[src/rtl/mips_ctrl_pkg.sv]
// Shared constants for the multicycle MIPS control unit: opcodes, ALU-op
// codes, mux select encodings and the FSM state enum.
package mips_ctrl_pkg;

    // Opcode field values of the supported instructions
    localparam logic [5:0] OP_RTYPE = 6'b000000;
    localparam logic [5:0] OP_LW    = 6'b100011;
    localparam logic [5:0] OP_SW    = 6'b101011;
    localparam logic [5:0] OP_BEQ   = 6'b000100;
    localparam logic [5:0] OP_ADDI  = 6'b001000;
    localparam logic [5:0] OP_J     = 6'b000010;

    // ALU operation requested from the ALU control block
    localparam logic [1:0] ALU_ADD   = 2'd0;
    localparam logic [1:0] ALU_SUB   = 2'd1;
    localparam logic [1:0] ALU_FUNCT = 2'd2;

    // ALU B-operand select
    localparam logic [1:0] SRCB_REG    = 2'b00;
    localparam logic [1:0] SRCB_FOUR   = 2'b01;
    localparam logic [1:0] SRCB_IMM    = 2'b10;
    localparam logic [1:0] SRCB_IMM_SH = 2'b11;

    // Next-PC select
    localparam logic [1:0] PCSRC_ALU    = 2'b00;
    localparam logic [1:0] PCSRC_ALUOUT = 2'b01;
    localparam logic [1:0] PCSRC_JUMP   = 2'b10;

    // Encodings 12..15 are unused and recover to FETCH
    typedef enum logic [3:0] {
        FETCH  = 4'd0,
        DECODE = 4'd1,
        MEMADR = 4'd2,
        MEMRD  = 4'd3,
        MEMWB  = 4'd4,
        MEMWR  = 4'd5,
        EXEC   = 4'd6,
        RWB    = 4'd7,
        BRANCH = 4'd8,
        ADDIEX = 4'd9,
        ADDIWB = 4'd10,
        JUMP   = 4'd11
    } state_e;

endpackage

[src/rtl/ctrl_out_decode.sv]
// Moore output decode for the multicycle control unit. Everything depends on
// the state alone, except the FETCH write strobes which wait for mem_ready.
module ctrl_out_decode
    import mips_ctrl_pkg::*;
(
    input  logic [3:0] state,
    input  logic       mem_ready,
    output logic       pc_write,
    output logic       pc_write_cond,
    output logic       iord,
    output logic       mem_read,
    output logic       mem_write,
    output logic       ir_write,
    output logic       mem_to_reg,
    output logic       reg_dst,
    output logic       reg_write,
    output logic       alu_src_a,
    output logic [1:0] alu_src_b,
    output logic [1:0] pc_source,
    output logic [1:0] alu_op
);

    // Per-state control word; anything not named for a state stays 0
    always_comb begin
        pc_write      = 1'b0;
        pc_write_cond = 1'b0;
        iord          = 1'b0;
        mem_read      = 1'b0;
        mem_write     = 1'b0;
        ir_write      = 1'b0;
        mem_to_reg    = 1'b0;
        reg_dst       = 1'b0;
        reg_write     = 1'b0;
        alu_src_a     = 1'b0;
        alu_src_b     = SRCB_REG;
        pc_source     = PCSRC_ALU;
        alu_op        = ALU_ADD;
        case (state)
            FETCH: begin
                mem_read  = 1'b1;
                alu_src_b = SRCB_FOUR;
                ir_write  = mem_ready;
                pc_write  = mem_ready;
            end
            DECODE: begin
                alu_src_b = SRCB_IMM_SH;
            end
            MEMADR, ADDIEX: begin
                alu_src_a = 1'b1;
                alu_src_b = SRCB_IMM;
            end
            MEMRD: begin
                mem_read = 1'b1;
                iord     = 1'b1;
            end
            MEMWB: begin
                reg_write  = 1'b1;
                mem_to_reg = 1'b1;
            end
            MEMWR: begin
                mem_write = 1'b1;
                iord      = 1'b1;
            end
            EXEC: begin
                alu_src_a = 1'b1;
                alu_op    = ALU_FUNCT;
            end
            RWB: begin
                reg_write = 1'b1;
                reg_dst   = 1'b1;
            end
            BRANCH: begin
                alu_src_a     = 1'b1;
                alu_op        = ALU_SUB;
                pc_write_cond = 1'b1;
                pc_source     = PCSRC_ALUOUT;
            end
            ADDIWB: begin
                reg_write = 1'b1;
            end
            JUMP: begin
                pc_write  = 1'b1;
                pc_source = PCSRC_JUMP;
            end
            default: begin
            end
        endcase
    end

endmodule

[src/rtl/multicycle_control_unit.sv]
// Multicycle MIPS control FSM: state register and next-state logic live here,
// the per-state control word comes from ctrl_out_decode.
module multicycle_control_unit
    import mips_ctrl_pkg::*;
#(
    parameter int OPCODE_W = 6,
    parameter int ALUOP_W  = 2,
    parameter int EN_ADDI  = 1,
    parameter int EN_JUMP  = 1
) (
    input  logic                clk,
    input  logic                rst_n,
    input  logic [OPCODE_W-1:0] opcode,
    input  logic                mem_ready,
    output logic                pc_write,
    output logic                pc_write_cond,
    output logic                iord,
    output logic                mem_read,
    output logic                mem_write,
    output logic                ir_write,
    output logic                mem_to_reg,
    output logic                reg_dst,
    output logic                reg_write,
    output logic                alu_src_a,
    output logic [1:0]          alu_src_b,
    output logic [1:0]          pc_source,
    output logic [ALUOP_W-1:0]  alu_op,
    output logic                illegal_op,
    output logic [3:0]          state
);

    state_e state_q;
    state_e state_d;

    logic is_rtype, is_lw, is_sw, is_beq, is_addi, is_j, op_legal;

    assign is_rtype = (opcode == OPCODE_W'(OP_RTYPE));
    assign is_lw    = (opcode == OPCODE_W'(OP_LW));
    assign is_sw    = (opcode == OPCODE_W'(OP_SW));
    assign is_beq   = (opcode == OPCODE_W'(OP_BEQ));
    assign is_addi  = (opcode == OPCODE_W'(OP_ADDI)) && (EN_ADDI != 0);
    assign is_j     = (opcode == OPCODE_W'(OP_J)) && (EN_JUMP != 0);
    assign op_legal = is_rtype | is_lw | is_sw | is_beq | is_addi | is_j;

    // State register; reset aborts any instruction in flight
    always_ff @(posedge clk or negedge rst_n) begin
        if (!rst_n) begin
            state_q <= FETCH;
        end else begin
            state_q <= state_d;
        end
    end

    // Next-state logic; memory states stall until mem_ready
    always_comb begin
        state_d = state_q;
        case (state_q)
            FETCH:  if (mem_ready) state_d = DECODE;
            DECODE: begin
                if (is_lw || is_sw)  state_d = MEMADR;
                else if (is_rtype)   state_d = EXEC;
                else if (is_beq)     state_d = BRANCH;
                else if (is_addi)    state_d = ADDIEX;
                else if (is_j)       state_d = JUMP;
                else                 state_d = FETCH;
            end
            MEMADR: state_d = is_sw ? MEMWR : MEMRD;
            MEMRD:  if (mem_ready) state_d = MEMWB;
            MEMWB:  state_d = FETCH;
            MEMWR:  if (mem_ready) state_d = FETCH;
            EXEC:   state_d = RWB;
            RWB:    state_d = FETCH;
            BRANCH: state_d = FETCH;
            ADDIEX: state_d = ADDIWB;
            ADDIWB: state_d = FETCH;
            JUMP:   state_d = FETCH;
            default: state_d = FETCH;
        endcase
    end

    logic       dec_pc_write, dec_pc_write_cond, dec_iord, dec_mem_read;
    logic       dec_mem_write, dec_ir_write, dec_mem_to_reg, dec_reg_dst;
    logic       dec_reg_write, dec_alu_src_a;
    logic [1:0] dec_alu_src_b, dec_pc_source, dec_alu_op;

    ctrl_out_decode u_decode (
        .state         (state_q),
        .mem_ready     (mem_ready),
        .pc_write      (dec_pc_write),
        .pc_write_cond (dec_pc_write_cond),
        .iord          (dec_iord),
        .mem_read      (dec_mem_read),
        .mem_write     (dec_mem_write),
        .ir_write      (dec_ir_write),
        .mem_to_reg    (dec_mem_to_reg),
        .reg_dst       (dec_reg_dst),
        .reg_write     (dec_reg_write),
        .alu_src_a     (dec_alu_src_a),
        .alu_src_b     (dec_alu_src_b),
        .pc_source     (dec_pc_source),
        .alu_op        (dec_alu_op)
    );

    // Outputs are held quiet while in reset, even though the state reads FETCH
    always_comb begin
        pc_write      = 1'b0;
        pc_write_cond = 1'b0;
        iord          = 1'b0;
        mem_read      = 1'b0;
        mem_write     = 1'b0;
        ir_write      = 1'b0;
        mem_to_reg    = 1'b0;
        reg_dst       = 1'b0;
        reg_write     = 1'b0;
        alu_src_a     = 1'b0;
        alu_src_b     = 2'b00;
        pc_source     = 2'b00;
        alu_op        = '0;
        illegal_op    = 1'b0;
        if (rst_n) begin
            pc_write      = dec_pc_write;
            pc_write_cond = dec_pc_write_cond;
            iord          = dec_iord;
            mem_read      = dec_mem_read;
            mem_write     = dec_mem_write;
            ir_write      = dec_ir_write;
            mem_to_reg    = dec_mem_to_reg;
            reg_dst       = dec_reg_dst;
            reg_write     = dec_reg_write;
            alu_src_a     = dec_alu_src_a;
            alu_src_b     = dec_alu_src_b;
            pc_source     = dec_pc_source;
            alu_op        = ALUOP_W'(dec_alu_op);
            // DECODE lasts exactly one cycle, so this is a single-cycle pulse
            illegal_op    = (state_q == DECODE) && !op_legal;
        end
    end

    assign state = state_q;

endmodule

[config.mk]
export PLATFORM = sky130hd
export DESIGN_NAME = multicycle_control_unit
export DESIGN_NICKNAME = d
export VERILOG_FILES = /design/src/rtl/mips_ctrl_pkg.sv /design/src/rtl/ctrl_out_decode.sv /design/src/rtl/multicycle_control_unit.sv
export SDC_FILE = /design/constraint.sdc
export NUM_CORES = 1
export LEC_CHECK = 0
export CELL_PAD_IN_SITES_DETAIL_PLACEMENT = 1
export CELL_PAD_IN_SITES_GLOBAL_PLACEMENT = 1
export CORE_ASPECT_RATIO = 0.6
export CORE_MARGIN = 1
export CORE_UTILIZATION = 29
export CTS_CLUSTER_DIAMETER = 200
export DETAILED_ROUTE_END_ITERATION = 8
export PLACE_DENSITY = 0.85
export SETUP_SLACK_MARGIN = 0.05
export SYNTH_ARGS = -nofsm -noshare
export SYNTH_HDL_FRONTEND = slang
export SYNTH_HIERARCHICAL = 1
export SYNTH_SLANG_ARGS = --single-unit
[constraint.sdc]
create_clock -name clk -period 2.4 [get_ports clk]
set_input_delay 0.24 -clock clk [delete_from_list [all_inputs] [get_ports clk]]
set_output_delay 0.24 -clock clk [all_outputs]
set_load 0.02 [all_outputs]
### Word level (Yosys, flattened, before mapping)

Index checks and enable logic that the tools add are counted.

| cells by class | value |
|---|---|
| eq/ne operators | 19 |
| mux-type cells | 37 |
| bitwise operators | 5 |
| reduce and logical (&&, ||, !) cells | 11 |

Operators by type and width:

| kind | number |
|---|---|
| $mux 4 | 8 |
| $pmux 4 s7 | 1 |
| $mux 1 | 20 |
| $eq 4x3->1 const B | 4 |
| $eq 4x4->1 const B | 4 |
| $eq 6x6->1 const B | 2 |
| $eq 4x2->1 const B | 2 |
| $pmux 2 s2 | 2 |
| $eq 6x2->1 const B | 1 |
| $eq 6x3->1 const B | 1 |
| $eq 6x4->1 const B | 1 |
| $logic_not 6->1 | 1 |
| $mux 2 | 3 |
| $ne 2x2->1 const B | 3 |
| $pmux 2 s3 | 1 |
| $reduce_or 2->1 | 3 |
| $or 1x1->1 | 5 |
| $eq 4x1->1 const B | 1 |
| $logic_not 4->1 | 1 |
| $reduce_or 4->1 | 1 |
| $mux 3 | 1 |
| $reduce_and 3->1 | 1 |
| $reduce_or 3->1 | 1 |
| $pmux 1 s2 | 1 |
| other kinds (3) | 3 |

| storage, ports and cells | value |
|---|---|
| register bits after elaboration | 4 |
| bits of input ports | 9 |
| output and inout bits | 21 |
| word-level logic and storage cells | 73 |

### Depth between registers and ports, before layout

Gate-level depths: netlist of run 1.

| depth | value |
|---|---|
| depth after elaboration | 9 |
| mapped depth | 5 |

### Cells and area by module

Netlist of run 1, hierarchy kept.

By module, submodules not included:

| module | times used | cells each | area each (µm²) | seq. area each (µm²) |
|---|---|---|---|---|
| multicycle_control_unit | 1 | 60 | 465.4 | 100.1 |
| ctrl_out_decode | 1 | 31 | 183.9 | 0.0 |

### Least setup slack after synthesis of run 1

Ideal clock, no wire load.

| timing path | value |
|---|---|
| kind | reg-to-output |
| start | register state_q[1] (netlist: state[1]) |
| end | output port illegal_op |
| data arrival time | 1.877 ns |
| data required time | 2.160 ns |
| slack | 0.283 ns |
| stages on the path, launching flop included | 4 |
| path buffers | 0 |
| path through | dfrtp_1 or3b_1 or3b_1 a221oi_1 |

| between the ends | value |
|---|---|
| longest elaborated chain between the ends | 3 |

RTL lines:

| what | RTL line | RTL |
|---|---|---|
| start: declaration | multicycle_control_unit.sv:32 | `state_e state_q;` |
| start signal: assignment | multicycle_control_unit.sv:50 | `state_q <= state_d;` |
| $eq 4x1->1 | multicycle_control_unit.sv:135 | `illegal_op = (state_q == DECODE) && !op_legal;` |
| $logic_and 1x1->1 | multicycle_control_unit.sv:135 |  |
| $mux 1 | multicycle_control_unit.sv:120 | `if (rst_n) begin` |
| end: declaration | multicycle_control_unit.sv:28 | `output logic illegal_op,` |

Every way passes these cells.

### Worst setup path in the final report of run 1

Same ends and word-level chain as after synthesis.

==> results.py, run 1 <==
metrics = {
    "floorplanning": {
        "core_um2": 1967,
        "initial_core_util": 0.3302,
        "io_pins": 30,
        "fp.dieH_um": 38.66,
        "dieArea_um2": 2439,
        "die-width_um": 63.09,
        "num_rows": 12,
    },
    "sta": {
        "finClkSkew_ns": 0.003977,
        "setup_tns_ns": 0,
        "slew-limit-headroom": 0.7362,
        "clock.fmax_ghz": 0.4364,
        "worst_slew_pin_slew_ns": 0.3926,
        "setup_viol": 0,
        "final-hold-violation-count": 0,
        "rsz0062_at_grt": "false",
        "min_period_ns": 2.291,
        "drv_slew": 0,
        "fin_crit_sh": 0.9547,
    },
    "synth": {
        "synth_cell_types": 34,
        "synth_commonest_cells": "18 x and2_1, 7 x nor2_1, 7 x nor3_1",
        "synth-warning-count": 6,
        "synthesis.nets": 100,
        "yosys.area.top_type": "and2_1",
        "ys.flop_type": "dfrtp_1",
        "async_flop_share": 1.000,
        "syn-mean-instance-area_um2": 7.136,
        "yosysTopAreaCellShare": 0.1734,
        "syn-instance-count": 91,
        "synth.most_common_cell": "and2_1",
        "synth_edf_count": 0,
        "netlist_area_um2": 649.4,
        "ys_seq_elements": 4,
        "ys_seq_area_frac": 0.1541,
        "synthTopCellsByArea": "and2_1 17%, dfrtp_1 15%, nor3_1 5.4%",
    },
    "cells_and_area": {
        "drive_gt1_frac": 0.1048,
        "area.growth.synth_to_final_pct": 60.31,
        "n_antenna_cell": 0,
        "fin_area_um2": 1041,
        "nets": 135,
        "largest_reg_flops": 4,
    },
    "setup_path": {
        "end_kind": "output pin",
        "cp.required_ns": 2.16,
        "crit_type": "flop to output pin",
        "cp.arrival_ns": 2.05,
        "startpoint_type": "flop",
        "critPathMaxFanout": 4,
    },
    "global_route": {
        "grt.overflow.total": 0,
        "grt_usage": 0.2367,
        "antenna_found_initial": 0,
        "grt_max_degree": 23,
        "grt_pass1_wl_um": 4029,
        "grt_pass1_vias": 797,
    },
    "power": {
        "internal_power_mw": 0.4518,
        "power_density_nw_per_um2": 800.0,
        "p_clk_frac": 0.174,
        "power.static_leakage_nw": 0.4112,
        "total_power_mw": 0.8328,
        "peakVddDrop_uv": 246.6,
        "switchingPower_mw": 0.3810,
        "combPwrFrac": 0.702,
        "p_sw_frac": 0.4575,
        "power.share.sequential": 0.124,
    },
    "clock_network": {
        "htree_levels": 1,
        "cts_sinks": 4,
        "cts_buffer_depth": 2,
        "cts_made_buffers": 3,
        "clk_pin_slew_ns": 0.03,
        "cts_root_buf": "clkbuf_8",
        "cts_tree": "yes",
        "clkLatencyLatePin_ns": 0.22,
    },
    "detailed_routing": {
        "postRouteAntennaNets": 0,
        "detail_route.wl_per_cell_um": 18.57,
        "drc": 0,
        "wl_um": 2822,
        "vias": 837,
        "viasPerCell": 5.507,
        "firstDrtPassIters": 4,
        "drt_iter0_markers": 44,
    },
    "outcome": {
        "status": "complete, no violations",
    },
    "place": {
        "placed_cell_area_um2": 994.7,
        "place.port_buffers": 29,
        "hpwlAfterDp_um": 1931,
        "gp_congestion": 0.7961,
    },
    "run": {
        "cap_violations": 0,
    },
    "worst_hold_path": {
        "hp-class": "input port to asynchronous set/reset pin",
    },
}
layout make-up:
class	instances	area (µm²)
clock buffer	3	41.29
fill	246	925.9
inverter	1	3.754
multi-input combinational	79	505.5
sequential	4	101.3
tap	28	35.03
timing repair buffer	37	354.1
kinds of logic (layout without fill, tap and decap cells):
kind of cell	Yosys count	count (layout)	synth area share
AOI/OAI and AO/OA	17	17	0.1657
xor gates and xnor gates	4	4	0.05396
buffers and inverters	8	41	0.06743
DFF	4	4	0.1541
and+or+nand+nor	58	58	0.5588
per-layer routing:
metal	up-vias	routed length, µm	GRT usage
met5	-	0	0
met4	0	81	0.1337
met3	11	75	0.03529
met2	20	1345	0.4194
met1	412	1320	0.2847
li1	394	-	-
cells in the final DEF (no fill, tap or decap), types with 3 or more instances in the layout:
| master | instances |
|---|---|
| clkdlybuf4s50_1 | 26 |
| nand2_1 | 3 |
| nor2_1 | 7 |
| buf_4 | 7 |
| nand2b_1 | 4 |
| nor3_1 | 7 |
| and2_1 | 18 |
| dfrtp_1 | 3 |
| or3b_1 | 3 |
| clkbuf_8 | 3 |
| o21ai_0 | 5 |
| nor3b_1 | 3 |
| a21oi_1 | 4 |
timing repair:
| action | in CTS | in global routing |
|---|---|---|
| setup endpoints to repair | 5 | 2 |
| resized for setup | 3 | 2 |
| hold buffers | 0 | 0 |
| setup buffers | 0 | 0 |
metrics by stage:
step | worst slack, ns | hold WS (ns) | utilization | instances
after global placement | 0.1552 | 0.5743 | 0.5057 | 149
after CTS | 0.06680 | 0.3495 | 0.5261 | 152
final | 0.1087 | 0.3502 | 0.5293 | 152
after floorplan | 0.2826 | -0.05559 | - | 91
after detailed placement | 0.05220 | 0.5803 | 0.5057 | 149
after global routing | 0.05245 | 0.3591 | 0.5293 | 152
final timing paths:
kind / start / slack (ns) / endpoint / cells after the start
setup / recovery: state[1]$_DFFE_PN0P_ / 0.11 / illegal_op / 4
setup reg to reg: state[1]$_DFFE_PN0P_ / 0.74 / state[0]$_DFFE_PN0P_ / 3
hold reg to reg: state[3]$_DFFE_PN0P_ / 0.62 / state[0]$_DFFE_PN0P_ / 1
hold / removal: rst_n / 0.35 / state[3]$_DFFE_PN0P_ / 2
max in group asynchronous: rst_n / 1.88 / state[3]$_DFFE_PN0P_ / 2
min in group clk: state[3]$_DFFE_PN0P_ / 0.62 / state[0]$_DFFE_PN0P_ / 1
power groups by stage:
stage	combinational, mW	sequential [mW]	clock, mW
6_report	0.585	0.103	0.145
5_1_grt	0.623	0.104	0.152
4_1_cts	0.576	0.101	0.146
3_5_place_dp	0.572	0.0980	0
3_3_place_gp	0.546	0.0972	0
2_1_floorplan	0.298	0.145	0
worst max-delay path, stage by stage (launching register included):
cell           delay (ns)
dfrtp_1              0.39
or3b_1               0.45
or3b_1               0.36
a221oi_1             0.23
dlygate4sd2_1        0.40
Note: power is estimated with default switching activity, not from simulation.
==> inputs of run 2 (changes only) <==
Settings changed: CORE_MARGIN 1 to 10.
==> results.py, run 2 (synthesis results as in run 1) <==
metrics = {
    "clock_network": {
        "cts_buffer_depth": 2,
        "htree_levels": 1,
        "ctsHoldBuffers": 0,
        "clk_pin_slew_ns": 0.03,
        "cts_made_buffers": 3,
        "cts_sinks": 4,
        "cts_tree": "yes",
        "cts_root_buf": "clkbuf_8",
        "clkLatencyLatePin_ns": 0.22,
    },
    "setup_path": {
        "startpoint_type": "flop",
        "cp-startpoint": "state[3]$_DFFE_PN0P_",
        "rrSetupSlack_ns": 0.76,
        "cp.buffers_inverters": 2,
        "end_kind": "output pin",
        "crit_path_top_delay_cell": "clkdlybuf4s50_1",
        "crit_chain": "buf_4, nand2b_1, nor2_1, and2_1, clkdlybuf4s50_1",
        "r2r_start": "state[1]$_DFFE_PN0P_",
        "cp.arrival_ns": 2.07,
        "critPathMaxStageDelay_ns": 0.62,
        "crit_type": "flop to output pin",
        "cp.required_ns": 2.16,
        "crit_family": "buffers and inverters",
        "critPathMaxFanout": 8,
    },
    "worst_hold_path": {
        "hp-class": "input port to asynchronous set/reset pin",
    },
    "sta": {
        "setup_viol": 0,
        "drv_slew": 0,
        "min_period_ns": 2.313,
        "fin_crit_sh": 0.9636,
        "rsz0062_at_grt": "false",
        "finClkSkew_ns": 0.0005877,
        "slew-limit-headroom": 0.6596,
        "worst_slew_pin_slew_ns": 0.5035,
        "setup_tns_ns": 0,
        "clock.fmax_ghz": 0.4324,
        "final-hold-violation-count": 0,
    },
    "global_route": {
        "grt_pass1_wl_um": 4588,
        "grt_usage": 0.1253,
        "grt_max_degree": 23,
        "antenna_found_initial": 0,
        "grt_pass1_vias": 869,
        "grt.overflow.total": 0,
    },
    "detailed_routing": {
        "drt_iter0_markers": 44,
        "detail_route.wl_per_cell_um": 19.11,
        "wl_um": 2962,
        "firstDrtPassIters": 4,
        "drc": 0,
        "postRouteAntennaNets": 0,
        "viasPerCell": 5.458,
        "vias": 846,
    },
    "cells_and_area": {
        "area.growth.synth_to_final_pct": 63.01,
        "n_antenna_cell": 0,
        "final_common_cell": "clkdlybuf4s50_1",
        "drive_gt1_frac": 0.1120,
        "nets": 136,
        "largest_reg_flops": 4,
        "final_cell_mix": "21 x clkdlybuf4s50_1, 18 x and2_1, 8 x buf_4",
        "num-fill-cells": 273,
    },
    "power": {
        "power.static_leakage_nw": 0.5053,
        "total_power_mw": 0.8331,
        "power_density_nw_per_um2": 787.1,
        "peakVddDrop_uv": 285.1,
    },
    "run": {
        "cap_violations": 0,
    },
    "floorplanning": {
        "core_um2": 2147,
        "num_rows": 13,
        "die-width_um": 81.09,
        "fp.dieH_um": 56.66,
        "dieArea_um2": 4594,
        "initial_core_util": 0.3024,
        "io_pins": 30,
    },
    "place": {
        "hpwlAfterDp_um": 2214,
        "place.port_buffers": 29,
        "gp_congestion": 0.7808,
    },
    "outcome": {
        "status": "complete, no violations",
    },
}
[run 2: changes by cell type in the layout (fill, tap and decap cells not counted), sizes merged]
| cell | delta |
|---|---|
| clkdlybuf4s50 | -5 |
| dlymetal6s2s | +5 |
| buf | +1 |
| clkbuf | +1 |
| dlygate4sd2 | -1 |
[run 2: layout make-up]
class / instances / area, µm² / area share
inverters: 1 / 3.754 / 0.003546
clock buffers: 3 / 41.29 / 0.03901
well taps: 30 / 37.54 / 0.03546
flip-flops and latches: 4 / 100.1 / 0.09456
multi-input cells: 79 / 505.5 / 0.4775
repair buffers: 38 / 370.4 / 0.3499
[run 2: path summary, 6_finish.rpt]
path                                         to  cells after the start
hold reg to reg            state[0]$_DFFE_PN0P_                      1
setup / recovery                      mem_write                      5
max in group asynchronous  state[3]$_DFFE_PN0P_                      2
min in group clk           state[0]$_DFFE_PN0P_                      1
hold / removal             state[1]$_DFFE_PN0P_                      2
setup reg to reg           state[2]$_DFFE_PN0P_                      3
[run 2: power by group]
group          internal [mW]  switching, mW
sequential            0.0863         0.0169
combinational          0.256          0.324
clock                  0.108         0.0418
total                  0.450          0.383
[run 2: stage by stage]
stage,utilization,setup WS (ns),cells,hold WS (ns),cell area [µm²]
after floorplan,-,0.2826,91,-0.05559,649.4
after global placement,0.4679,0.1497,152,0.5587,1005
after detailed placement,0.4679,0.07726,152,0.5819,1005
after CTS,0.4860,0.07846,155,0.3450,1044
after global routing,0.4930,0.05358,155,0.3805,1059
final,0.4930,0.08729,155,0.3658,1059
[run 2: repair_timing]
item	in CTS	in global routing
setup buffers	0	0
endpoints found under the setup margin	2	7
resized for setup	2	10
[run 2: per-layer routing]
layer	part of all wire	wire, µm	track usage	vias to the layer above
li1	-	-	-	398
met1	0.42	1249	0.1498	431
met2	0.54	1585	0.2206	11
met3	0.026	76	0.02063	6
met4	0.017	51	0.03686	0
met5	0	0	0	-
